<file path="src/rtl/wei_buf_pkg.sv">
// Shared types and default widths for the weight buffer.
// With WEI_BUF_PARITY_EN defined, every stored word carries one even-parity bit.
package wei_buf_pkg;

  localparam int DEF_DATA_WIDTH     = 8;
  localparam int DEF_WEI_ADDR_WIDTH = 8;

`ifdef WEI_BUF_PARITY_EN
  localparam int PAR_BITS = 1;
`else
  localparam int PAR_BITS = 0;
`endif

  typedef enum logic [1:0] {
    IDLE  = 2'd0,
    FILL  = 2'd1,
    SERVE = 2'd2
  } wei_state_e;

endpackage

</file>
<file path="src/rtl/wei_buf_if.sv">
// Handshake bundle between the weight buffer and its neighbours
// (top control, global buffer fill stream, weight cache read port).
interface wei_buf_if
  import wei_buf_pkg::*;
#(
  parameter int DATA_WIDTH     = DEF_DATA_WIDTH,
  parameter int WEI_ADDR_WIDTH = DEF_WEI_ADDR_WIDTH
);

  logic                      TOPWBF_CfgVld;
  logic [WEI_ADDR_WIDTH:0]   TOPWBF_CfgNum;
  logic                      WBFTOP_CfgRdy;

  logic                      GLBWBF_DatVld;
  logic [DATA_WIDTH-1:0]     GLBWBF_Dat;
  logic                      WBFGLB_DatRdy;

  logic                      WCAWBF_AdrVld;
  logic [WEI_ADDR_WIDTH-1:0] WCAWBF_Adr;
  logic                      WBFWCA_AdrRdy;

  logic                      WBFWCA_DatVld;
  logic [DATA_WIDTH-1:0]     WBFWCA_Dat;
  logic                      WCAWBF_DatRdy;

  modport slave (
    input  TOPWBF_CfgVld, TOPWBF_CfgNum,
    output WBFTOP_CfgRdy,
    input  GLBWBF_DatVld, GLBWBF_Dat,
    output WBFGLB_DatRdy,
    input  WCAWBF_AdrVld, WCAWBF_Adr,
    output WBFWCA_AdrRdy,
    output WBFWCA_DatVld, WBFWCA_Dat,
    input  WCAWBF_DatRdy
  );

  modport master (
    output TOPWBF_CfgVld, TOPWBF_CfgNum,
    input  WBFTOP_CfgRdy,
    output GLBWBF_DatVld, GLBWBF_Dat,
    input  WBFGLB_DatRdy,
    output WCAWBF_AdrVld, WCAWBF_Adr,
    input  WBFWCA_AdrRdy,
    input  WBFWCA_DatVld, WBFWCA_Dat,
    output WCAWBF_DatRdy
  );

endinterface

</file>
<file path="src/rtl/wei_buf_ram.sv">
// Simple dual-port storage: one write port, one read port with registered output.
// Contents are deliberately not reset; the read register holds until the next read.
module wei_buf_ram #(
  parameter int WIDTH = 8,
  parameter int ADDR_WIDTH = 8
) (
  input  logic                  clk,
  input  logic                  we,
  input  logic [ADDR_WIDTH-1:0] waddr,
  input  logic [WIDTH-1:0]      wdata,
  input  logic                  re,
  input  logic [ADDR_WIDTH-1:0] raddr,
  output logic [WIDTH-1:0]      rdata
);

  localparam int DEPTH = 2 ** ADDR_WIDTH;

  logic [WIDTH-1:0] mem [DEPTH];

  always_ff @(posedge clk) begin
    if (we) begin
      mem[waddr] <= wdata;
    end
    if (re) begin
      rdata <= mem[raddr];
    end
  end

endmodule

</file>
<file path="src/rtl/wei_buf.sv">
// Weight buffer: loads a configured number of words from the global buffer,
// then serves single-outstanding reads to the weight cache. Optional: WEI_BUF_PARITY_EN.
module wei_buf
  import wei_buf_pkg::*;
#(
  parameter int DATA_WIDTH     = DEF_DATA_WIDTH,
  parameter int WEI_ADDR_WIDTH = DEF_WEI_ADDR_WIDTH
) (
  input  logic     clk,
  input  logic     rst_n,
  wei_buf_if.slave bus,
  output logic     WBFTOP_Loaded
`ifdef WEI_BUF_PARITY_EN
  ,
  output logic     WBFTOP_ParErr
`endif
);

  localparam int NUM_WIDTH = WEI_ADDR_WIDTH + 1;
  localparam int RAM_WIDTH = DATA_WIDTH + PAR_BITS;

  wei_state_e                state_reg, state_next;
  logic [NUM_WIDTH-1:0]      num_reg, num_next;
  logic [WEI_ADDR_WIDTH-1:0] wr_ptr_reg, wr_ptr_next;

  logic rsp_vld_reg, rsp_vld_next;
  logic in_range_reg, in_range_next;
  logic first_reg, first_next;

  logic cfg_rdy, fill_rdy, adr_rdy, loaded;
  logic cfg_fire, fill_fire, adr_fire, last_word;

  logic [RAM_WIDTH-1:0] ram_wdata, ram_rdata;

  // Wrap-around of wr_ptr makes num == DEPTH end exactly on the last entry.
  assign last_word = ({1'b0, wr_ptr_reg} == (num_reg - NUM_WIDTH'(1)));

  always_comb begin
    state_next  = state_reg;
    num_next    = num_reg;
    wr_ptr_next = wr_ptr_reg;
    cfg_rdy     = 1'b0;
    fill_rdy    = 1'b0;
    adr_rdy     = 1'b0;
    loaded      = 1'b0;

    case (state_reg)
      IDLE: begin
        cfg_rdy = 1'b1;
      end
      FILL: begin
        fill_rdy = 1'b1;
      end
      SERVE: begin
        cfg_rdy = !rsp_vld_reg;
        adr_rdy = !rsp_vld_reg || bus.WCAWBF_DatRdy;
        loaded  = 1'b1;
      end
      default: begin
        cfg_rdy = 1'b0;
      end
    endcase

    cfg_fire  = bus.TOPWBF_CfgVld && cfg_rdy;
    fill_fire = bus.GLBWBF_DatVld && fill_rdy;
    adr_fire  = bus.WCAWBF_AdrVld && adr_rdy;

    case (state_reg)
      IDLE, SERVE: begin
        if (cfg_fire) begin
          num_next    = bus.TOPWBF_CfgNum;
          wr_ptr_next = '0;
          state_next  = (bus.TOPWBF_CfgNum == '0) ? SERVE : FILL;
        end
      end
      FILL: begin
        if (fill_fire) begin
          wr_ptr_next = wr_ptr_reg + WEI_ADDR_WIDTH'(1);
          if (last_word) begin
            state_next = SERVE;
          end
        end
      end
      default: begin
        state_next = IDLE;
      end
    endcase
  end

  // Response slot: a new address may replace the held word only as it drains.
  always_comb begin
    rsp_vld_next  = rsp_vld_reg;
    in_range_next = in_range_reg;
    first_next    = 1'b0;
    if (adr_fire) begin
      rsp_vld_next  = 1'b1;
      in_range_next = ({1'b0, bus.WCAWBF_Adr} < num_reg);
      first_next    = 1'b1;
    end else if (bus.WCAWBF_DatRdy) begin
      rsp_vld_next = 1'b0;
    end
  end

  always_ff @(posedge clk or negedge rst_n) begin
    if (!rst_n) begin
      state_reg    <= IDLE;
      num_reg      <= '0;
      wr_ptr_reg   <= '0;
      rsp_vld_reg  <= 1'b0;
      in_range_reg <= 1'b0;
      first_reg    <= 1'b0;
    end else begin
      state_reg    <= state_next;
      num_reg      <= num_next;
      wr_ptr_reg   <= wr_ptr_next;
      rsp_vld_reg  <= rsp_vld_next;
      in_range_reg <= in_range_next;
      first_reg    <= first_next;
    end
  end

`ifdef WEI_BUF_PARITY_EN
  assign ram_wdata = {^bus.GLBWBF_Dat, bus.GLBWBF_Dat};
`else
  assign ram_wdata = bus.GLBWBF_Dat;
`endif

  wei_buf_ram #(
    .WIDTH      (RAM_WIDTH),
    .ADDR_WIDTH (WEI_ADDR_WIDTH)
  ) u_ram (
    .clk   (clk),
    .we    (fill_fire),
    .waddr (wr_ptr_reg),
    .wdata (ram_wdata),
    .re    (adr_fire),
    .raddr (bus.WCAWBF_Adr),
    .rdata (ram_rdata)
  );

  // Out-of-range and reset-cleared slots read as zero, hiding stale RAM words.
  assign bus.WBFWCA_Dat    = (rsp_vld_reg && in_range_reg) ? ram_rdata[DATA_WIDTH-1:0] : '0;
  assign bus.WBFWCA_DatVld = rsp_vld_reg;
  assign bus.WBFWCA_AdrRdy = adr_rdy;
  assign bus.WBFGLB_DatRdy = fill_rdy;
  assign bus.WBFTOP_CfgRdy = cfg_rdy;
  assign WBFTOP_Loaded     = loaded;

`ifdef WEI_BUF_PARITY_EN
  assign WBFTOP_ParErr = first_reg && rsp_vld_reg && in_range_reg && (^ram_rdata);
`endif

endmodule

</file>
<file path="src/flat_wrapper.sv">
// flat-port wrapper written by rule: the top's interface ports become plain ports
module wei_buf_flat import wei_buf_pkg::*;
#(
  parameter int DATA_WIDTH     = DEF_DATA_WIDTH,
  parameter int WEI_ADDR_WIDTH = DEF_WEI_ADDR_WIDTH
)
  (clk, rst_n, WBFTOP_Loaded, bus_TOPWBF_CfgVld, bus_TOPWBF_CfgNum, bus_WBFTOP_CfgRdy, bus_GLBWBF_DatVld, bus_GLBWBF_Dat, bus_WBFGLB_DatRdy, bus_WCAWBF_AdrVld, bus_WCAWBF_Adr, bus_WBFWCA_AdrRdy, bus_WBFWCA_DatVld, bus_WBFWCA_Dat, bus_WCAWBF_DatRdy);
  wei_buf_if #(.DATA_WIDTH(DATA_WIDTH), .WEI_ADDR_WIDTH(WEI_ADDR_WIDTH)) bus_i ();
  input  logic clk;
  input  logic rst_n;
  output logic WBFTOP_Loaded;
  input wire logic [$bits(bus_i.TOPWBF_CfgVld)-1:0] bus_TOPWBF_CfgVld;
  input wire logic [$bits(bus_i.TOPWBF_CfgNum)-1:0] bus_TOPWBF_CfgNum;
  output wire logic [$bits(bus_i.WBFTOP_CfgRdy)-1:0] bus_WBFTOP_CfgRdy;
  input wire logic [$bits(bus_i.GLBWBF_DatVld)-1:0] bus_GLBWBF_DatVld;
  input wire logic [$bits(bus_i.GLBWBF_Dat)-1:0] bus_GLBWBF_Dat;
  output wire logic [$bits(bus_i.WBFGLB_DatRdy)-1:0] bus_WBFGLB_DatRdy;
  input wire logic [$bits(bus_i.WCAWBF_AdrVld)-1:0] bus_WCAWBF_AdrVld;
  input wire logic [$bits(bus_i.WCAWBF_Adr)-1:0] bus_WCAWBF_Adr;
  output wire logic [$bits(bus_i.WBFWCA_AdrRdy)-1:0] bus_WBFWCA_AdrRdy;
  output wire logic [$bits(bus_i.WBFWCA_DatVld)-1:0] bus_WBFWCA_DatVld;
  output wire logic [$bits(bus_i.WBFWCA_Dat)-1:0] bus_WBFWCA_Dat;
  input wire logic [$bits(bus_i.WCAWBF_DatRdy)-1:0] bus_WCAWBF_DatRdy;
  assign bus_i.TOPWBF_CfgVld = bus_TOPWBF_CfgVld;
  assign bus_i.TOPWBF_CfgNum = bus_TOPWBF_CfgNum;
  assign bus_WBFTOP_CfgRdy = bus_i.WBFTOP_CfgRdy;
  assign bus_i.GLBWBF_DatVld = bus_GLBWBF_DatVld;
  assign bus_i.GLBWBF_Dat = bus_GLBWBF_Dat;
  assign bus_WBFGLB_DatRdy = bus_i.WBFGLB_DatRdy;
  assign bus_i.WCAWBF_AdrVld = bus_WCAWBF_AdrVld;
  assign bus_i.WCAWBF_Adr = bus_WCAWBF_Adr;
  assign bus_WBFWCA_AdrRdy = bus_i.WBFWCA_AdrRdy;
  assign bus_WBFWCA_DatVld = bus_i.WBFWCA_DatVld;
  assign bus_WBFWCA_Dat = bus_i.WBFWCA_Dat;
  assign bus_i.WCAWBF_DatRdy = bus_WCAWBF_DatRdy;
  wei_buf #(.DATA_WIDTH(DATA_WIDTH), .WEI_ADDR_WIDTH(WEI_ADDR_WIDTH)) u_core (.clk(clk), .rst_n(rst_n), .bus(bus_i), .WBFTOP_Loaded(WBFTOP_Loaded));
endmodule
</file>
<file path="config.mk">
export PLATFORM = sky130hd
export DESIGN_NAME = wei_buf_flat
export DESIGN_NICKNAME = d
export VERILOG_FILES = /design/src/rtl/wei_buf_pkg.sv /design/src/rtl/wei_buf_if.sv /design/src/rtl/wei_buf_ram.sv /design/src/rtl/wei_buf.sv /design/src/flat_wrapper.sv
export SDC_FILE = /design/constraint.sdc
export NUM_CORES = 2
export LEC_CHECK = 0
export CORE_ASPECT_RATIO = 1.4
export CORE_MARGIN = 2
export CORE_UTILIZATION = 42
export CTS_BUF_LIST = sky130_fd_sc_hd__clkbuf_16
export CTS_CLUSTER_SIZE = 14
export DETAILED_ROUTE_END_ITERATION = 12
export PLACE_DENSITY = 0.66
export SETUP_SLACK_MARGIN = 0.5
export SLEW_MARGIN = 5
export SYNTH_ARGS = -nofsm -noshare
export SYNTH_HDL_FRONTEND = slang
export SYNTH_SLANG_ARGS = --single-unit
</file>
<file path="constraint.sdc">
create_clock -name clk -period 3.6 [get_ports clk]
set_input_delay 0.54 -clock clk [delete_from_list [all_inputs] [get_ports clk]]
set_output_delay 0.54 -clock clk [all_outputs]
set_load 0.01 [all_outputs]
</file>
======== Yosys cells after proc, flatten, opt, wreduce, memory -nomap -nowiden ========
Memory sizes are Yosys's and may differ from the RTL's. A register that Yosys moved wholly into a read port is not among the register bits.
Index checks and enable logic that the tools add are counted.
storage, ports and cells
  register bits after elaboration ......... 21
  bits in writable memories ............... 2048
  logic and storage cells ................. 46
  memories ................................ 1
cells by class
  $add $sub $neg .......................... 2
  order comparisons ....................... 1
  eq/ne operators ......................... 6
  multiplexer cells ....................... 17
  reductions and logical operators ........ 14
memories
  name              depth  bits a word  rd ports  clocked after memory_dff  wr ports  line               RTL
  u_core.u_ram.mem  256    8            1         1                         1         wei_buf_ram.sv:18  logic [WIDTH-1:0] mem [DEPTH];
operators by type and width
  kind                   number
  $mux W8                3
  $pmux W8 S2            1
  $eq A8 B9 Y1           1
  $logic_not A9 Y1       1
  $lt A8 B9 Y1           1
  $sub A9 B1 Y9 const B  1
  $add A8 B1 Y8 const B  1
  $mux W2                4
  $mux W1                7
  $ne A2 B1 Y1 const B   3
  $reduce_and A3 Y1      2
  $logic_and A1 B1 Y1    4
  $pmux W2 S2            1
  $reduce_bool A2 Y1     2
  $eq A2 B1 Y1 const B   1
  $eq A2 B2 Y1 const B   1
  $logic_not A2 Y1       1
  $pmux W1 S2            1
  $reduce_and A2 Y1      1
  $reduce_or A2 Y1       1
  $logic_not A1 Y1       1
  $logic_or A1 B1 Y1     1

======== Longest topological paths before layout ========
  depth after elaboration ................. 5
  gate-level depth with buffers ........... 11

======== Cells and area by module ========
A second synthesis with hierarchy kept.
unflattened totals
  cells, all modules ...................... 3892
  area total of the unflattened synthesis .. 81015.2 um2
modules (own cells, without submodules)
  module       instances  cells an instance  area each (um2)  seq. area each (um2)
  wei_buf_ram  1          3733               79636.4          61739.2
  wei_buf      1          159                1378.8           525.5

======== Worst setup path after synthesis ========
OpenSTA, ideal clock, no wires.
  path kind ............................... input -> register
  start point ............................. in bus_WCAWBF_Adr[0]
  end point ............................... reg u_core.u_ram.rdata[2], read port of u_core.u_ram.mem, data pin
  setup time .............................. 0.263 ns
  data arrival time ....................... 2.259 ns
  path slack .............................. 1.078 ns
  cell stages on the path ................. 9
  path buffers ............................ 4
  cells stage by stage .................... buf_6 buf_8 buf_6 buf_6 mux4_2 a221oi_2 o22ai_1 nor3_2 nor4_2
RTL lines
  item             line                RTL
  start, declared  flat_wrapper.sv:19  input wire logic [$bits(bus_i.WCAWBF_Adr)-1:0] bus_WCAWBF_Adr;
  end, declared    wei_buf_ram.sv:13   output logic [WIDTH-1:0] rdata

==> summary.txt <==
Timing
  • Final min period: 3.02 ns
  • Fmax: 332 MHz
  • Final-report hold violation count: 0
  • RSZ-0062 raised after global routing: no
  • Slew headroom: 27.1%
  • Setup ws final: 0.585 ns
  • Worst Skew: 0.0257 ns
  • Period utilization: 83.8%
  • Least-Margin Pin Slew: 1.09 ns
  • Endpoints failing setup: 0
  • Slew Viols, Final: 0
  • Final setup TNS: 0 ns

Logic synthesis
  • Syn_nets: 3848
  • Cells after synthesis: 3805
  • Register bit total from synthesis: 2077
  • Synth Area per Inst: 21.2 µm²
  • EDFF count, synth: 2056
  • Most common flop cell mapped by yosys: edfxtp_1
  • Synthesized area: 80700 µm²
  • Yosys warnings: 0
  • Area leader, netlist: edfxtp_1
  • Sequential fraction of the synthesis area: 77.2%
  • Area contributors post-synth: edfxtp_1, mux4_2, nor2_1
  • Post-synth top area share: 76.5%
  • Ys async rst share: 1.01%
  • Post-synth cell types: 60

Critical path
  • R2R Setup Slk: 0.74 ns
  • Crit. End Element: register
  • Worst path required time: 4.16 ns
  • Arrival time at the worst endpoint: 3.58 ns
  • Worst-case reg-to-reg path depth: 7
  • Critical Path Start Type: primary input
  • Reg2reg start: u_core.state_reg[0]
  • Max FO, Critical Path: 16
  • Crit path kind: in -> reg
  • R2r endpoint: u_core.u_ram.mem[160][0]

Power
  • Power share of the combinational group: 7.1%
  • Cell Int Power: 0.0375 W
  • Tot Pwr: 0.0483 W
  • Leak pwr: 29.7 nW
  • Clock network fraction of total power: 37.3%
  • Share of power burned in registers: 55.6%
  • Power per cell area: 520 nW/µm²
  • Sw power: 0.0108 W
  • Maximum vdd drop: 535 µV
  • Switching share of total power: 22.4%

CTS
  • Setup Buffers After CTS: 0
  • Clock Latency Late Sink: 0.82 ns
  • H-Tree Depth: 4
  • Clock Root Buffer: clkbuf_16
  • TritonCTS clock tree: done
  • Worst-path clk slew: 0.06 ns
  • Maximum root-to-sink buffer count: 3
  • TritonCTS Buffers: 182
  • CTS sink count: 2077

Routing
  • DRT Pass-1 Iters: 5
  • Vias: 40700
  • # DRC: 0
  • Post-route ant nets: 0
  • DR iter-0 viols: 4668
  • Routed Wire Length: 208000 µm
  • Wire length per cell: 29.9 µm
  • DR vias/cell: 5.85

Final layout
  • Most frequent cells in the layout: edfxtp_1, mux4_2, buf_4, nor2_1, clkbuf_16
  • Largest register FFs: 2048
  • Share of post-route cells with drive strength above 1: 29.1%
  • NumNets Final: 4372
  • Final cell count without fillers: 6960
  • Commonest non-fill, non-tap cell in the layout: edfxtp_1
  • Layout Area Growth over Synthesis: 15.1%
  • Final instance area: 92900 µm²

Die
  • Initial Utilization: 42.2%
  • I/O pin cnt: 44
  • Die area: 196000 µm²
  • Chip height: 523 µm
  • Row Count: 190
  • Die W: 374 µm
  • Core area: 191000 µm²

Hold path
  • HP Class: in -> async

Global route
  • Number of global-route vias before repair: 41500
  • Largest net degree at the start of global routing: 117
  • Initial antenna violation count: 9
  • Global Route Usage Sum: 21.2%
  • First-pass GRT wire length: 298000 µm
  • Grt total ovfl: 0

Placed design
  • Placed cell areas: 87500 µm²
  • Port Buffers: 43
  • Inst Count DP: 6641
  • Detailed placement HPWL: 135000 µm
  • Routability Congestion: 0.923
  • Dpl ws: -0.279 ns

Status
  • Status: finished, final reports clean

Job
  • Total of max-cap violations: 0
## stage by stage
| stage | utilization [%] | hold slack, ns |
|---|---|---|
| 3_3_place_gp | 45.8 | 0.543 |
| 5_1_grt | 48.6 | 0.128 |
| 6_report | 48.6 | 0.113 |
| 3_5_place_dp | 45.8 | 0.544 |
| 2_1_floorplan | - | 0.244 |
| 4_1_cts | 48.6 | 0.0836 |
## layout make-up
type	count	area, µm²
Clock inverter	130	662
Clock buffer	187	4680
Tap cell	2496	3120
Multi-Input combinational cell	1482	17000
Sequential cell	2077	62300
Timing Repair Buffer	572	5050
Antenna cell	2	5.00
Fill cell	15500	98300
Inverter	14	52.6
## metal layers
metal  vias to the layer above  global-route usage (%)  wire length, µm
li1                      16900                       -                -
met2                      1745                    36.7           107000
met4                         4                    10.2            10900
met1                     21700                    25.9            76600
met5                         -                       0               28
met3                       401                    3.60            14000
## worst max-delay path, stage by stage
cell             delay (ns)
clkdlybuf4s50_1        0.62
buf_4                  0.29
or3b_1                 0.44
nand2b_1               0.63
o22ai_1                0.51
nor4_1                 0.12
a21oi_1                0.22
buf_4                  0.15
nor4_2                 0.03
## cells by family (layout without fill, tap and decap cells)
kind of cell | count (synthesis) | after routing | share of synthesized area, %
AO/OA/AOI/OAI | 369 | 369 | 3.28
XOR/XNOR | 11 | 11 | 0.119
AND/OR/NAND/NOR | 529 | 529 | 2.94
flip-flops | 2077 | 2077 | 77.2
buffers and inverters | 246 | 903 | 1.77
adder cells (fa/ha/maj) | 12 | 12 | 0.186
other | 0 | 2 | 0
multiplexers | 561 | 561 | 14.5
## Yosys cell counts, types with 7 or more instances
master and instances:
or2_2 7, buf_6 35, mux4_2 486, nand2b_1 9, clkbuf_1 105, a22o_1 40, ha_1 12, buf_2 58
buf_4 22, nor2b_1 16, a21oi_1 37, a221oi_1 15, edfxtp_1 2056, inv_1 14, a22oi_1 49, mux2i_1 75
and3_1 10, a211oi_1 37, a221oi_2 8, o211ai_1 12, nand2_1 54, o221ai_1 16, dfrtp_1 21, o22ai_1 107
nor4_1 11, nand3_1 26, nor2_1 347, a31oi_1 13, nor3_2 8, o21ai_0 17, or3_1 7
## how the worst max path moves through the flow
stage / startpoint / end / slack (ns)
detailed placement: bus_WCAWBF_Adr[0] / u_core.u_ram.rdata[5] / -0.28
floorplan: bus_WCAWBF_Adr[0] / u_core.u_ram.rdata[2] / 1.08
global placement: bus_WCAWBF_Adr[0] / u_core.u_ram.rdata[5] / -0.28
finish: bus_WCAWBF_Adr[4] / u_core.u_ram.rdata[5] / 0.58
global route: u_core.state_reg[0] / bus_WBFWCA_AdrRdy / 0.51
CTS: u_core.state_reg[0] / bus_WBFWCA_AdrRdy / 0.50
## power groups by stage
stage	sequential (W)	clock (W)	combinational, W
floorplan	0.0273	0	0.00173
global placement	0.0274	0	0.00335
detailed placement	0.0274	0	0.00341
CTS	0.0269	0.0182	0.00343
global route	0.0269	0.0191	0.00362
finish	0.0269	0.0180	0.00343
## repair_timing
item / CTS / global route
setup endpoints to repair: 2 / 2
hold buffers: 0 / 0
gates resized for setup: 3 / 2
(Power assumes the default switching activity.)
